[src/rtl/seg7_pkg.sv]
// Shared constants for the multiplexed 7-segment driver: hex glyph table,
// segment bit positions and the scan FSM state type.
package seg7_pkg;

  localparam int SEG_A  = 0;
  localparam int SEG_B  = 1;
  localparam int SEG_C  = 2;
  localparam int SEG_D  = 3;
  localparam int SEG_E  = 4;
  localparam int SEG_F  = 5;
  localparam int SEG_G  = 6;
  localparam int SEG_DP = 7;

  localparam logic [7:0] SEG_OFF = 8'hFF;

  // Active-low {g..a} glyphs for nibble values 0..F
  localparam logic [6:0] HEX_SEG [16] = '{
    7'h40, 7'h79, 7'h24, 7'h30, 7'h19, 7'h12, 7'h02, 7'h78,
    7'h00, 7'h10, 7'h08, 7'h03, 7'h46, 7'h21, 7'h06, 7'h0E
  };

  typedef enum logic {
    ST_GUARD = 1'b0,
    ST_SCAN  = 1'b1
  } scanState_t;

endpackage

[src/rtl/hex_seg_dec.sv]
// Combinational nibble-to-glyph decoder; blank forces every segment dark.
module hex_seg_dec
  import seg7_pkg::*;
(
  input  logic [3:0] nibble,
  input  logic       blank,
  output logic [6:0] segs
);

  assign segs = blank ? SEG_OFF[SEG_G:SEG_A] : HEX_SEG[nibble];

endmodule

[src/rtl/seg7_scan_mux.sv]
// Time-multiplexed hex display driver: input latch, per-digit blank/dot,
// leading-zero suppression and an all-dark guard interval between digits.
module seg7_scan_mux
  import seg7_pkg::*;
#(
  parameter int DIGITS    = 8,
  parameter int SCAN_CYC  = 100000,
  parameter int GUARD_CYC = 4,
  parameter int IDX_W     = $clog2(DIGITS)
) (
  input  logic                  clk,
  input  logic                  rst_n,
  input  logic [4*DIGITS-1:0]   data,
  input  logic [DIGITS-1:0]     dp,
  input  logic [DIGITS-1:0]     blank,
  input  logic                  le,
  input  logic                  lzs,
  output logic [7:0]            seg,
  output logic [DIGITS-1:0]     an,
  output logic [IDX_W-1:0]      scan_idx
);

  localparam int CNT_TOP = ((SCAN_CYC > GUARD_CYC) ? SCAN_CYC : GUARD_CYC) - 1;
  localparam int CNT_W   = (CNT_TOP < 1) ? 1 : $clog2(CNT_TOP + 1);
  localparam logic [DIGITS-1:0] AN_OFF = '1;

  logic [DIGITS-1:0][3:0] dataQ;
  logic [DIGITS-1:0]      dpQ;
  logic [DIGITS-1:0]      blankQ;

  scanState_t             state;
  scanState_t             stateNext;
  logic [CNT_W-1:0]       cnt;
  logic [CNT_W-1:0]       cntNext;
  logic [IDX_W-1:0]       scanIdx;
  logic [IDX_W-1:0]       idxNext;
  logic [DIGITS-1:0]      anReg;
  logic [DIGITS-1:0]      anNext;
  logic [7:0]             segReg;
  logic [7:0]             segNext;

  logic                   guardDone;
  logic                   scanDone;
  logic [DIGITS:1]        upperZero;
  logic [DIGITS-1:0]      zeroRun;
  logic                   selDark;
  logic [6:0]             litSegs;
  logic [7:0]             litPattern;

  always_ff @(posedge clk or negedge rst_n) begin
    if (!rst_n) begin
      dataQ  <= '0;
      dpQ    <= '0;
      blankQ <= '0;
    end else if (!le) begin
      dataQ  <= data;
      dpQ    <= dp;
      blankQ <= blank;
    end
  end

  // upperZero[i]: nibbles i..DIGITS-1 are all zero; digit 0 is never suppressed
  assign upperZero[DIGITS] = 1'b1;
  assign zeroRun[0]        = 1'b0;
  for (genvar gi = 1; gi < DIGITS; gi++) begin : g_lzs
    assign upperZero[gi] = (dataQ[gi] == 4'h0) && upperZero[gi+1];
    assign zeroRun[gi]   = lzs && upperZero[gi];
  end

  assign guardDone = (state == ST_GUARD) && (cnt == CNT_W'(GUARD_CYC - 1));
  assign scanDone  = (state == ST_SCAN)  && (cnt == CNT_W'(SCAN_CYC - 1));

  // The pattern is looked up for the index that will be lit after this edge,
  // so a new anode and its glyph leave the output registers together.
  assign idxNext = !guardDone ? scanIdx :
                   (scanIdx == IDX_W'(DIGITS - 1)) ? '0 : scanIdx + 1'b1;

  assign selDark = blankQ[idxNext] | zeroRun[idxNext];

  hex_seg_dec u_dec (
    .nibble (dataQ[idxNext]),
    .blank  (selDark),
    .segs   (litSegs)
  );

  always_comb begin
    litPattern              = SEG_OFF;
    litPattern[SEG_G:SEG_A] = litSegs;
    litPattern[SEG_DP]      = blankQ[idxNext] ? 1'b1 : ~dpQ[idxNext];
  end

  always_ff @(posedge clk or negedge rst_n) begin
    if (!rst_n) begin
      state   <= ST_GUARD;
      cnt     <= '0;
      scanIdx <= IDX_W'(DIGITS - 1);
      anReg   <= AN_OFF;
      segReg  <= SEG_OFF;
    end else begin
      state   <= stateNext;
      cnt     <= cntNext;
      scanIdx <= idxNext;
      anReg   <= anNext;
      segReg  <= segNext;
    end
  end

  always_comb begin
    stateNext = state;
    cntNext   = cnt + 1'b1;
    anNext    = AN_OFF;
    segNext   = SEG_OFF;
    case (state)
      ST_GUARD: begin
        if (guardDone) begin
          cntNext   = '0;
          stateNext = ST_SCAN;
          anNext    = ~(DIGITS'(1) << idxNext);
          segNext   = litPattern;
        end
      end
      ST_SCAN: begin
        if (scanDone) begin
          cntNext   = '0;
          stateNext = ST_GUARD;
        end else begin
          anNext    = ~(DIGITS'(1) << idxNext);
          segNext   = litPattern;
        end
      end
      default: begin
        cntNext   = '0;
        stateNext = ST_GUARD;
      end
    endcase
  end

  assign seg      = segReg;
  assign an       = anReg;
  assign scan_idx = scanIdx;

endmodule
[config.mk]
export PLATFORM = sky130hd
export DESIGN_NAME = seg7_scan_mux
export DESIGN_NICKNAME = d
export VERILOG_FILES = /design/src/rtl/seg7_pkg.sv /design/src/rtl/hex_seg_dec.sv /design/src/rtl/seg7_scan_mux.sv
export SDC_FILE = /design/constraint.sdc
export NUM_CORES = 1
export LEC_CHECK = 0
export CAP_MARGIN = 20
export CORE_UTILIZATION = 48
export DETAILED_ROUTE_END_ITERATION = 10
export PLACE_DENSITY = 0.76
export SLEW_MARGIN = 25
export SYNTH_ARGS = -nofsm -noshare
export SYNTH_HDL_FRONTEND = slang
export SYNTH_SLANG_ARGS = --single-unit
[constraint.sdc]
create_clock -name clk -period 3.7 [get_ports clk]
set_clock_uncertainty 0.1 [all_clocks]
set_input_delay 0.925 -clock clk [delete_from_list [all_inputs] [get_ports clk]]
set_output_delay 0.925 -clock clk [all_outputs]
set_load 0.03 [all_outputs]
; ---- Word-level counts from Yosys, hierarchy flattened
; Memory sizes are Yosys's and may differ from the RTL's.
; Index checks and enable logic that the tools add are counted.
[op_classes]
n_addsub = 2
order_cmp = 2
n_eq_ne = 3
shifts = 1
muxes = 26
bitwise_logic = 5
n_reduce_logical = 22
[op_table]
columns = op, n
row1 = 2-to-1 mux 17 bit, 2
row2 = case mux 17 bit (2 select lines), 1
row3 = 2-to-1 mux 8 bit, 4
row4 = case mux 8 bit (2 select lines), 2
row5 = zero test 4 bit, 7
row6 = 2-to-1 mux 7 bit, 3
row7 = adder 17 x 1 -> 17 bit (second input constant), 1
row8 = == test 17 bit (second input constant), 1
row9 = == test 17 x 2 -> 1 bit (second input constant), 1
row10 = logical AND 1 bit, 15
row11 = binary-select mux 4 bit (select 3 bit), 1
row12 = binary-select mux 1 bit (select 3 bit), 3
row13 = NOT 8 bit, 1
row14 = << shifter 1 x 3 -> 8 bit (first input constant), 1
row15 = 2-to-1 mux 1 bit, 6
row16 = 2-to-1 mux 3 bit, 2
row17 = greater-or-equal comparator 5 bit (second input constant), 1
row18 = NOT 4 -> 5 bit, 1
row19 = less-than comparator 3 x 4 -> 1 bit (second input constant), 1
row20 = 2-to-1 mux 4 bit, 1
row21 = adder 3 x 1 -> 3 bit (second input constant), 1
row22 = == test 3 bit (second input constant), 1
row23 = NOT 1 bit, 2
row24 = case mux 1 bit (2 select lines), 1
row25 = bitwise OR 1 bit, 1
[totals]
reg_bits = 85
mem_bits_ro = 112
inputBits = 52
elab_cells = 77
mem_count = 1
[memory_table]
columns = memory, depth, word_bits, rd, rd_ports_with_merged_regs, write_ports, line_no
row1 = (name not given), 16, 7, 1, 0, 0, hex_seg_dec.sv:10  ; assign segs = blank ? SEG_OFF[SEG_G:SEG_A] : HEX_SEG[nibble];

; ---- Logic depth before layout (Yosys ltp)
; Gate-level depths: netlist (run 1).
[depth]
depth_word = 14
mapped_depth = 14

; ---- Hierarchy
; Synthesis (run 1) repeated with hierarchy kept, for this count alone.
[unflattened]
cells_unflattened = 357
area_unflattened_um2 = 4180.3
[modules_own_cells]
columns = module, n_inst, cells_per_inst, area_each_um2, seq_area_each_um2
row1 = seg7_scan_mux, 1, 318, 3903.7, 2150.8
row2 = hex_seg_dec, 1, 39, 276.5, 0.0

; ---- Worst setup path before layout (run 1)
; Ideal clock, no wire load.
[synth_timing]
kind = reg2reg
from = register cnt[0]
to = register segReg[3], in the netlist seg[3]
setup_time_ns = 0.089
t_arrival_ns = 3.330
slack_ns = 0.182
path_stages_with_launch = 13
synth_period_minus_slack_ns = 3.518
cell_sequence = dfrtp_1 > ha_1 > nor2b_1 > nand3_4 > nor2_2 > mux2i_1 > inv_2 > a221o_1 > o22ai_1 > inv_1 > ha_1 > mux4_1 > nand2b_1
[synth_between]
elab_chain_cells = 12
word_cells_on_any_way = 20
[synth_lines]
columns = element, line_no
row1 = start: declaration, seg7_scan_mux.sv:33  ; logic [CNT_W-1:0] cnt;
row2 = start signal: assignment, seg7_scan_mux.sv:101  ; cnt <= cntNext;
row3 = == test 17 x 2 -> 1 bit (*), seg7_scan_mux.sv:70  ; assign guardDone = (state == ST_GUARD) && (cnt == CNT_W'(GUARD_CYC - 1));
row4 = logical AND 1 bit (*), seg7_scan_mux.sv:70
row5 = 2-to-1 mux 3 bit (*), seg7_scan_mux.sv:75  ; assign idxNext = !guardDone ? scanIdx :
row6 = net idxNext[2], seg7_scan_mux.sv:36  ; logic [IDX_W-1:0] idxNext;
row7 = binary-select mux 4 bit (select 3 bit), seg7_scan_mux.sv:81  ; .nibble (dataQ[idxNext]),
row8 = 2-to-1 mux 4 bit (not written as such), seg7_scan_mux.sv:81
row9 = NOT 4 -> 5 bit (not written as such), hex_seg_dec.sv:10
row10 = memory read (16 x 7 bit), n/a
row11 = 2-to-1 mux 7 bit (not written as such) (2 in a row), hex_seg_dec.sv:10
row12 = 2-to-1 mux 7 bit (*), hex_seg_dec.sv:10
row13 = "2-to-1 mux 8 bit, on equally long branches", "seg7_scan_mux.sv:123, seg7_scan_mux.sv:115"
row14 = case mux 8 bit (2 select lines) (*), seg7_scan_mux.sv:113  ; case (state)
row15 = net segNext[3], seg7_scan_mux.sv:40  ; logic [7:0] segNext;
row16 = end signal: assignment, seg7_scan_mux.sv:104  ; segReg <= segNext;
row17 = end: declaration, seg7_scan_mux.sv:39  ; logic [7:0] segReg;
; Mark *: on every way through the listed nets, which the timed path passes. The rest lies on a longest branch. The select of a mux whose other input is x is not followed.
; A chain may end at the register's enable or synchronous reset.

; ---- Worst setup path in the final report (run 1)
[layout_timing]
from = register scanIdx[0], in the netlist scan_idx[0]
to = register segReg[3], in the netlist seg[3]
[layout_between]
elab_chain_cells = 12
word_cells_on_any_way = 19
[layout_lines]
columns = element, line_no
row1 = start: declaration, seg7_scan_mux.sv:35  ; logic [IDX_W-1:0] scanIdx;
row2 = start signal: assignment, seg7_scan_mux.sv:96  ; scanIdx <= IDX_W'(DIGITS - 1);
row3 = start signal: assignment, seg7_scan_mux.sv:102  ; scanIdx <= idxNext;
row4 = adder 3 x 1 -> 3 bit or == test 3 bit (tied branches), seg7_scan_mux.sv:76  ; (scanIdx == IDX_W'(DIGITS - 1)) ? '0 : scanIdx + 1'b1;
row5 = 2-to-1 mux 3 bit, seg7_scan_mux.sv:76
row6 = 2-to-1 mux 3 bit (*), seg7_scan_mux.sv:75
row7 = binary-select mux 4 bit (select 3 bit), seg7_scan_mux.sv:81
row8 = 2-to-1 mux 4 bit (not written as such), seg7_scan_mux.sv:81
row9 = NOT 4 -> 5 bit (not written as such), hex_seg_dec.sv:10
row10 = memory read (16 x 7 bit), n/a
row11 = 2-to-1 mux 7 bit (not written as such) (2 in a row), hex_seg_dec.sv:10
row12 = 2-to-1 mux 7 bit (*), hex_seg_dec.sv:10
row13 = "2-to-1 mux 8 bit, on equally long branches", "seg7_scan_mux.sv:123, seg7_scan_mux.sv:115"
row14 = case mux 8 bit (2 select lines) (*), seg7_scan_mux.sv:113
row15 = net segNext[3], seg7_scan_mux.sv:40
; Marks and branches as above.

==> results of run 1 <==
[cell type report]
class                           count  area [um^2]  area share (%)
Clock inverter                      6         71.3            1.33
Multi-Input combinational cell    244         2070            38.6
Clock buffer                       10          138            2.57
Sequential cell                    85         2150            40.1
Tap cell                          108          135            2.52
Inverter                            9         33.8           0.631
Timing Repair Buffer               78          759            14.2
[flip-flops by register name (all words and copies together) (netlist names)]
| name | flops |
|---|---|
| state | 1 |
| scan_idx | 3 |
| an | 8 |
| blankQ | 8 |
| cnt | 17 |
| dpQ | 8 |
| seg | 8 |
| dataQ | 32 |
[logic make-up (layout without fill, tap and decap cells)]
| logic type | Yosys count | after routing | synth area share, % |
|---|---|---|---|
| AND/OR/NAND/NOR | 96 | 96 | 12.6 |
| flip-flops | 85 | 85 | 50.0 |
| multiplexers | 70 | 70 | 18.3 |
| AO/OA/AOI/OAI | 53 | 53 | 10.9 |
| buffers and inverters | 21 | 103 | 2.24 |
| XOR/XNOR | 15 | 15 | 3.05 |
| adder cells (fa/ha/maj) | 10 | 10 | 2.91 |
[cell usage in the layout (no fill, tap or decap), types with 5 or more instances in the layout]
master                            instances
sky130_fd_sc_hd__nor2_1                  22
sky130_fd_sc_hd__mux2_2                  51
sky130_fd_sc_hd__nand4_1                  5
sky130_fd_sc_hd__mux2i_1                 16
sky130_fd_sc_hd__clkbuf_8                10
sky130_fd_sc_hd__xnor2_1                  8
sky130_fd_sc_hd__o221ai_1                10
sky130_fd_sc_hd__nand2_1                 26
sky130_fd_sc_hd__buf_4                    9
sky130_fd_sc_hd__ha_1                    10
sky130_fd_sc_hd__dfrtp_1                 66
sky130_fd_sc_hd__o21ai_0                  5
sky130_fd_sc_hd__nand3_1                  7
sky130_fd_sc_hd__dfstp_2                 19
sky130_fd_sc_hd__nor4_1                   5
sky130_fd_sc_hd__clkdlybuf4s50_1         68
sky130_fd_sc_hd__xor2_1                   7
sky130_fd_sc_hd__inv_1                    7
sky130_fd_sc_hd__a21oi_1                  7
[metal layers]
layer	GRT usage [%]	wire length [um]	share of wire, %	vias to the layer above
met4	9.07	242	2.6	0
met3	3.90	551	5.9	24
met2	32.0	4360	46	108
met5	0	0	0	-
li1	-	-	-	1458
met1	28.9	4260	45	1489
[power by group]
part	total [mW]	switching (mW)	internal, mW
Sequential	1.05	0.0483	1.00
Clock	0.675	0.340	0.335
Combinational	0.295	0.131	0.164
[stage by stage]
step	instance area [um^2]	setup slack, ns	std cells
4_1_cts	5340	0.0999	540
3_5_place_dp	5130	0.127	524
3_3_place_gp	5130	0.274	524
6_report	5360	0.224	540
5_1_grt	5360	0.0125	540
2_1_floorplan	4310	0.182	350
[worst paths after layout]
path | start | slack (ns) | end
min in group asynchronous | rst_n | 0.51 | blankQ[4]
worst max register to register | scan_idx[0] | 0.22 | seg[3]
max in group asynchronous | rst_n | 2.49 | dataQ[1]
worst max-delay path | scan_idx[0] | 0.22 | seg[3]
worst min register to register | cnt[0] | 0.39 | cnt[0]
worst min-delay path | cnt[0] | 0.39 | cnt[0]
[what timing repair did]
action / 4_1_cts / 5_1_grt
endpoints found under the setup margin: 0 / 3
gates resized for setup: 0 / 2
buffers inserted: 0 / 0
==> reports/metrics.csv, run 1 <==
stage;metric;value;unit
run_status;outcome;finished, final reports clean;
clock_network;number of clock sinks seen by CTS;85;
floorplanning;die outline height;96.7;um
logic_synthesis;Avg Inst Size Synth;12.3;um^2
final_layout;fraction of layout instances using a drive strength above 1;28.2;%
setup_path;logic depth of the worst path, buffers included;12;
clock_network;CTS Buffer Depth;2;
place;placer's final routability congestion estimate;0.929;
sta;setup TNS;0;ns
sta;setup repair after global routing missed its margin;false;
detailed_routing;routed wirelength normalized by instance count;17.4;um
setup_path;biggest cell delay along the critical path;0.70;ns
flow_run;MaxCap Viol Count;0;
logic_synthesis;top cells by area, synth;sky130_fd_sc_hd__dfrtp_1, sky130_fd_sc_hd__mux2_2, sky130_fd_sc_hd__dfstp_2;
logic_synthesis;most frequent cells after synthesis;sky130_fd_sc_hd__dfrtp_1, sky130_fd_sc_hd__mux2_2, sky130_fd_sc_hd__nand2_1, sky130_fd_sc_hd__nor2_1, sky130_fd_sc_hd__dfstp_2;
floorplanning;Initial Utilization;49.4;%
sta;final setup vio count;0;
setup_path;Register-to-Register Path Depth;12;
detailed_routing;number of DRC violations after detailed routing;0;
logic_synthesis;total of warnings raised by yosys;0;
logic_synthesis;Synth cell types;65;
sta;period utilisation layout;93.9;%
clock_network;Clk pin slew, worst setup/hold paths;0.09;ns
setup_path;worst endpoint required time;3.87;ns
final_layout;fraction of the core area covered by cells at the end of the flow;61.4;%
clock_network;hold-fix buffers at CTS;0;
detailed_routing;number of vias in the routed layout;3079;
logic_synthesis;count of flip-flops with a built-in enable after synthesis;0;
setup_path;crit path buf inv count;2;
pwr;Leakage Power;2.14;nW
pwr;power density over cell area;378;nW/um^2
pwr;peak supply drop;0.000239;V
place;number of input and output port buffers inserted;70;
pwr;Total Power;2.02;mW
logic_synthesis;net count after synthesis;412;
floorplanning;Core Area;8720;um^2
floorplanning;count of boundary I/O pins;71;
detailed_routing;routed wire length;9410;um
sta;pin slew with the least headroom to its limit;0.740;ns
final_layout;Area growth, synth to finish;24.4;%
sta;WHS;0.389;ns
setup_path;cell chain of the critical path;ha_1 > ha_1 > nor3_4 > a21oi_2 > buf_4 > mux2i_1 > mux2i_1 > o22ai_1 > inv_1 > ha_1 > mux4_1 > nand2b_1;
final_layout;ANT cells;0;
setup_path;most used cell, CP;sky130_fd_sc_hd__ha_1;
setup_path;CP endpoint kind;flip-flop;
logic_synthesis;cell accounting for the most synthesized area;sky130_fd_sc_hd__dfrtp_1;
setup_path;Max Fanout on Critical Path;14;
detailed_routing;via-per-instance ratio;5.70;
sta;endpoints failing hold;0;
floorplanning;die boundary width;96.7;um
place;HPWL reported at the end of detailed placement;6950;um
detailed_routing;iteration count of the initial detailed-routing pass;4;
logic_synthesis;Syn Std Cell Area;4310;um^2
floorplanning;Row Count;34;
global_routing;global-route wire length before repair;15600;um
detailed_routing;Iter 0 DRT Violations;207;
logic_synthesis;register area share after synthesis;50.0;%
setup_path;category of the worst setup path launch point;flip-flop;
setup_path;Crit path arrival time;3.65;ns
setup_path;cell class contributing the biggest share of worst-path delay;multiplexers;
clock_network;CTS tree;yes;
setup_path;highest-delay cell along the critical path;sky130_fd_sc_hd__dfstp_2;
logic_synthesis;most frequently used flop master after synthesis;sky130_fd_sc_hd__dfrtp_1;
floorplanning;Die Outline Area;9350;um^2
worst_hold_path;min-delay worst type;reg -> reg;
final_layout;number of nets at the end of the flow;489;
logic_synthesis;cell count after synthesis;350;
global_routing;maximum number of pins on one net before global-route repair;86;
detailed_routing;antenna viol nets, final;0;
sta;max-slew violation count;0;
logic_synthesis;dominant cell by count in the synthesized netlist;sky130_fd_sc_hd__dfrtp_1;
worst_hold_path;Min-Delay Path Depth;1;
logic_synthesis;number of flip-flops and latches in the synthesized netlist;85;
sta;worst-case headroom to the max-slew limit;50.6;%
clock_network;H-tree lvl count;3;
logic_synthesis;Post-synth ARST share;100;%
logic_synthesis;top-area cell type share of the netlist area;38.4;%
setup_path;classification of the worst setup path;reg -> reg;
global_routing;antenna violations before repair;0;
global_routing;Overflow after GRT;0;
sta;highest clock frequency the design can meet;0.288;GHz
clock_network;number of buffers created by CTS;9;
global_routing;vias in the first global route;3119;
clock_network;master cell of the clock root buffer;sky130_fd_sc_hd__clkbuf_8;
clock_network;clk_lat worst skew;0.35;ns
sta;shortest period the worst path allows;3.48;ns
final_layout;filler instances;719;
global_routing;Tot GR Track Use;20.8;%
Power figures use the tool's default switching activity.
==> inputs of run 2 (changes only) <==
--- a/config.mk
+++ b/config.mk
@@ -6,9 +6,9 @@
 export NUM_CORES = 1
 export LEC_CHECK = 0
 export CAP_MARGIN = 20
-export CORE_UTILIZATION = 48
+export CORE_UTILIZATION = 25
 export DETAILED_ROUTE_END_ITERATION = 10
-export PLACE_DENSITY = 0.76
+export PLACE_DENSITY = 0.53
 export SLEW_MARGIN = 25
 export SYNTH_ARGS = -nofsm -noshare
 export SYNTH_HDL_FRONTEND = slang
==> constraint.sdc (replaced) <==
create_clock -name clk -period 3.1 [get_ports clk]
set_clock_uncertainty 0.1 [all_clocks]
set_input_delay 0.775 -clock clk [delete_from_list [all_inputs] [get_ports clk]]
set_output_delay 0.775 -clock clk [all_outputs]
set_load 0.03 [all_outputs]
==> run 2 against run 1 <==
Against the previous run:
- the run now ends with negative setup slack left
- worst setup slack got worse by 0.35 ns
- sequential share of layout area shrank 6.7 points
- register-to-register slack worse by 0.35 ns
- combinational power is 50% higher
- first-iteration DRC count is 9.7% lower
- largest cell class is now multi-input combinational cells
- count of clock-buffer cells in the layout increased by 2
- non-clock buffer count up 79
- cell area increased by 20%
- die area rose by 90%
- hold slack lost 0.16 ns
- power rose by 43%
- cell count grew 35%
==> reports/metrics.csv, run 2 (synthesized netlist as in run 1, its figures left out) <==
stage;metric;value;unit
sta;shortest period the worst path allows;3.22;ns
final_layout;Area growth, synth to finish;49.5;%
pwr;clock network power share;41.1;%
final_layout;fraction of layout instances using a drive strength above 1;44.0;%
flow_run;MaxCap Viol Count;0;
final_layout;registers with the most flip-flops;dataQ (32), cnt (17);
final_layout;ANT cells;0;
run_status;outcome;finished, violations left;
pwr;switching component of the power;676;uW
detailed_routing;antenna viol nets, final;0;
place;HPWL reported at the end of detailed placement;8740;um
sta;period utilisation layout;104;%
detailed_routing;number of vias in the routed layout;3408;
detailed_routing;routed wire length;11900;um
sta;setup repair after global routing missed its margin;true;
pwr;combinational power share;15.3;%
place;number of input and output port buffers inserted;70;
setup_path;Crit path arrival time;3.40;ns
detailed_routing;via-per-instance ratio;4.66;
place;placer's final routability congestion estimate;0.842;
pwr;Cell Int Power;2.22;mW
floorplanning;die outline height;133;um
final_layout;commonest cells after routing, fill and taps aside;sky130_fd_sc_hd__buf_4, sky130_fd_sc_hd__clkdlybuf4s50_1, sky130_fd_sc_hd__dfrtp_1, sky130_fd_sc_hd__mux2_2, sky130_fd_sc_hd__nand2_1;
global_routing;Tot GR Track Use;13.9;%
detailed_routing;number of DRC violations after detailed routing;0;
clock_network;number of clock sinks seen by CTS;85;
detailed_routing;Iter 0 DRT Violations;187;
clock_network;clk_lat worst skew;0.34;ns
run_status;violations in the final reports;negative setup slack;
sta;pin slew with the least headroom to its limit;0.642;ns
pwr;power density over cell area;450;nW/um^2
sta;highest clock frequency the design can meet;0.310;GHz
floorplanning;Die Outline Area;17800;um^2
final_layout;number of flip-flops in the largest register;32;
pwr;Switching Share;23.3;%
global_routing;Overflow after GRT;0;
global_routing;vias in the first global route;3567;
pwr;Leakage Power;2.64;nW
floorplanning;Row Count;47;
clock_network;Clk pin slew, worst setup/hold paths;0.06;ns
detailed_routing;iteration count of the initial detailed-routing pass;4;
detailed_routing;routed wirelength normalized by instance count;16.3;um
global_routing;maximum number of pins on one net before global-route repair;73;
pwr;part of the power in registers;43.6;%
final_layout;most frequent standard cell in the layout excluding fill and tap cells;sky130_fd_sc_hd__buf_4;
clock_network;H-tree lvl count;3;
clock_network;CTS Buffer Depth;2;
pwr;peak supply drop;0.000262;V
clock_network;CTS tree;yes;
global_routing;antenna violations before repair;0;
global_routing;global-route wire length before repair;18800;um
clock_network;master cell of the clock root buffer;sky130_fd_sc_hd__clkbuf_16;
final_layout;number of nets at the end of the flow;568;
sta;final worst-path setup slack;-0.123;ns
floorplanning;Initial Utilization;25.8;%
setup_path;classification of the worst setup path;reg -> reg;
sta;worst-case headroom to the max-slew limit;57.2;%
worst_hold_path;min-delay worst type;in -> async;
floorplanning;Core Area;16700;um^2
sta;WHS;0.225;ns
sta;endpoints failing hold;0;
setup_path;CP endpoint kind;flip-flop;
setup_path;category of the worst setup path launch point;flip-flop;
sta;max-slew violation count;0;
setup_path;Max Fanout on Critical Path;4;
sta;final setup vio count;3;
floorplanning;die boundary width;133;um
clock_network;hold-fix buffers at CTS;0;
clock_network;number of buffers created by CTS;9;
final_layout;register bank with the most flops;dataQ;
pwr;Total Power;2.90;mW
setup_path;worst endpoint required time;3.28;ns
floorplanning;count of boundary I/O pins;71;
-- run 2: changes by cell type in the layout (fill, tap and decap cells not counted), moves of 3 or more --
cell                        delta
sky130_fd_sc_hd__a21oi_1       -3
sky130_fd_sc_hd__buf_4        +70
sky130_fd_sc_hd__buf_6         +7
sky130_fd_sc_hd__clkbuf_16     +9
sky130_fd_sc_hd__clkbuf_8      -7
sky130_fd_sc_hd__ha_1          -5
sky130_fd_sc_hd__ha_2          +4
sky130_fd_sc_hd__o221ai_1      -4
sky130_fd_sc_hd__o221ai_2      +4
-- run 2: per-stage QoR --
step / area (um^2) / setup WS [ns] / utilization [%] / std cells / setup TNS, ns
2_1_floorplan: 4370 / -0.0909 / - / 350 / -0.0909
3_3_place_gp: 5770 / -0.104 / 34.5 / 694 / -0.196
4_1_cts: 6220 / -0.107 / 37.3 / 720 / -0.135
3_5_place_dp: 5770 / -0.218 / 34.5 / 694 / -0.509
5_1_grt: 6430 / -0.288 / 38.5 / 731 / -1.17
6_report: 6430 / -0.123 / 38.5 / 731 / -0.208
-- run 2: power groups by stage --
stage | combinational (mW) | sequential, mW | clock (mW)
after floorplan | 0.172 | 1.29 | 0
after global placement | 0.376 | 1.28 | 0
after detailed placement | 0.385 | 1.28 | 0
after CTS | 0.400 | 1.26 | 1.22
after global routing | 0.475 | 1.27 | 1.27
final | 0.442 | 1.26 | 1.19
-- run 2: area by class of cell --
class	instances	area, um^2
Sequential cell	85	2150
Fill cell	1636	10300
Clock buffer	12	267
Timing Repair Buffer	157	1400
Tap cell	220	275
Inverter	9	33.8
Clock inverter	4	68.8
Multi-Input combinational cell	244	2240
-- run 2: final timing paths --
check	to	start	cells past startpoint	slack, ns
setup / recovery	seg[3]	cnt[9]	12	-0.12
hold / removal	blankQ[3]	rst_n	1	0.22
setup reg to reg	seg[3]	cnt[9]	12	-0.12
hold reg to reg	blankQ[2]	blankQ[2]	1	0.41
max in group asynchronous	seg[4]	rst_n	3	1.85
min in group clk	blankQ[2]	blankQ[2]	1	0.41
-- run 2: metal layers --
| metal | GRT usage (%) | vias up | wire, um |
|---|---|---|---|
| met5 | 0 | - | 0 |
| met4 | 4.55 | 0 | 180 |
| met3 | 4.22 | 13 | 740 |
| met2 | 21.7 | 89 | 5630 |
| met1 | 18.3 | 1692 | 5390 |
| li1 | - | 1614 | - |
-- run 2: worst max-delay path: stages, from the launching register on --
cell and delay (ns):
sky130_fd_sc_hd__dfrtp_1 0.42, sky130_fd_sc_hd__nor4_4 0.40, sky130_fd_sc_hd__nand3_4 0.16, sky130_fd_sc_hd__nor2_4 0.21, sky130_fd_sc_hd__mux2i_4 0.35, sky130_fd_sc_hd__inv_2 0.09
sky130_fd_sc_hd__mux2i_1 0.20, sky130_fd_sc_hd__buf_4 0.15, sky130_fd_sc_hd__o22ai_4 0.08, sky130_fd_sc_hd__ha_1 0.28, sky130_fd_sc_hd__inv_1 0.06, sky130_fd_sc_hd__mux4_1 0.52
sky130_fd_sc_hd__nand2b_4 0.15
-- run 2: timing repair --
action	CTS	global route
pin swaps	7	11
setup endpoints to repair	7	7
gates resized for setup	10	25
setup buffers	10	10
==> inputs of run 3 (changes only) <==
--- a/config.mk
+++ b/config.mk
@@ -5,7 +5,6 @@
 export SDC_FILE = /design/constraint.sdc
 export NUM_CORES = 1
 export LEC_CHECK = 0
-export CAP_MARGIN = 20
 export CORE_UTILIZATION = 25
 export DETAILED_ROUTE_END_ITERATION = 10
 export PLACE_DENSITY = 0.53
==> results of run 3 <==
No change in the layout: final DEF, timing and power equal those of run 2.
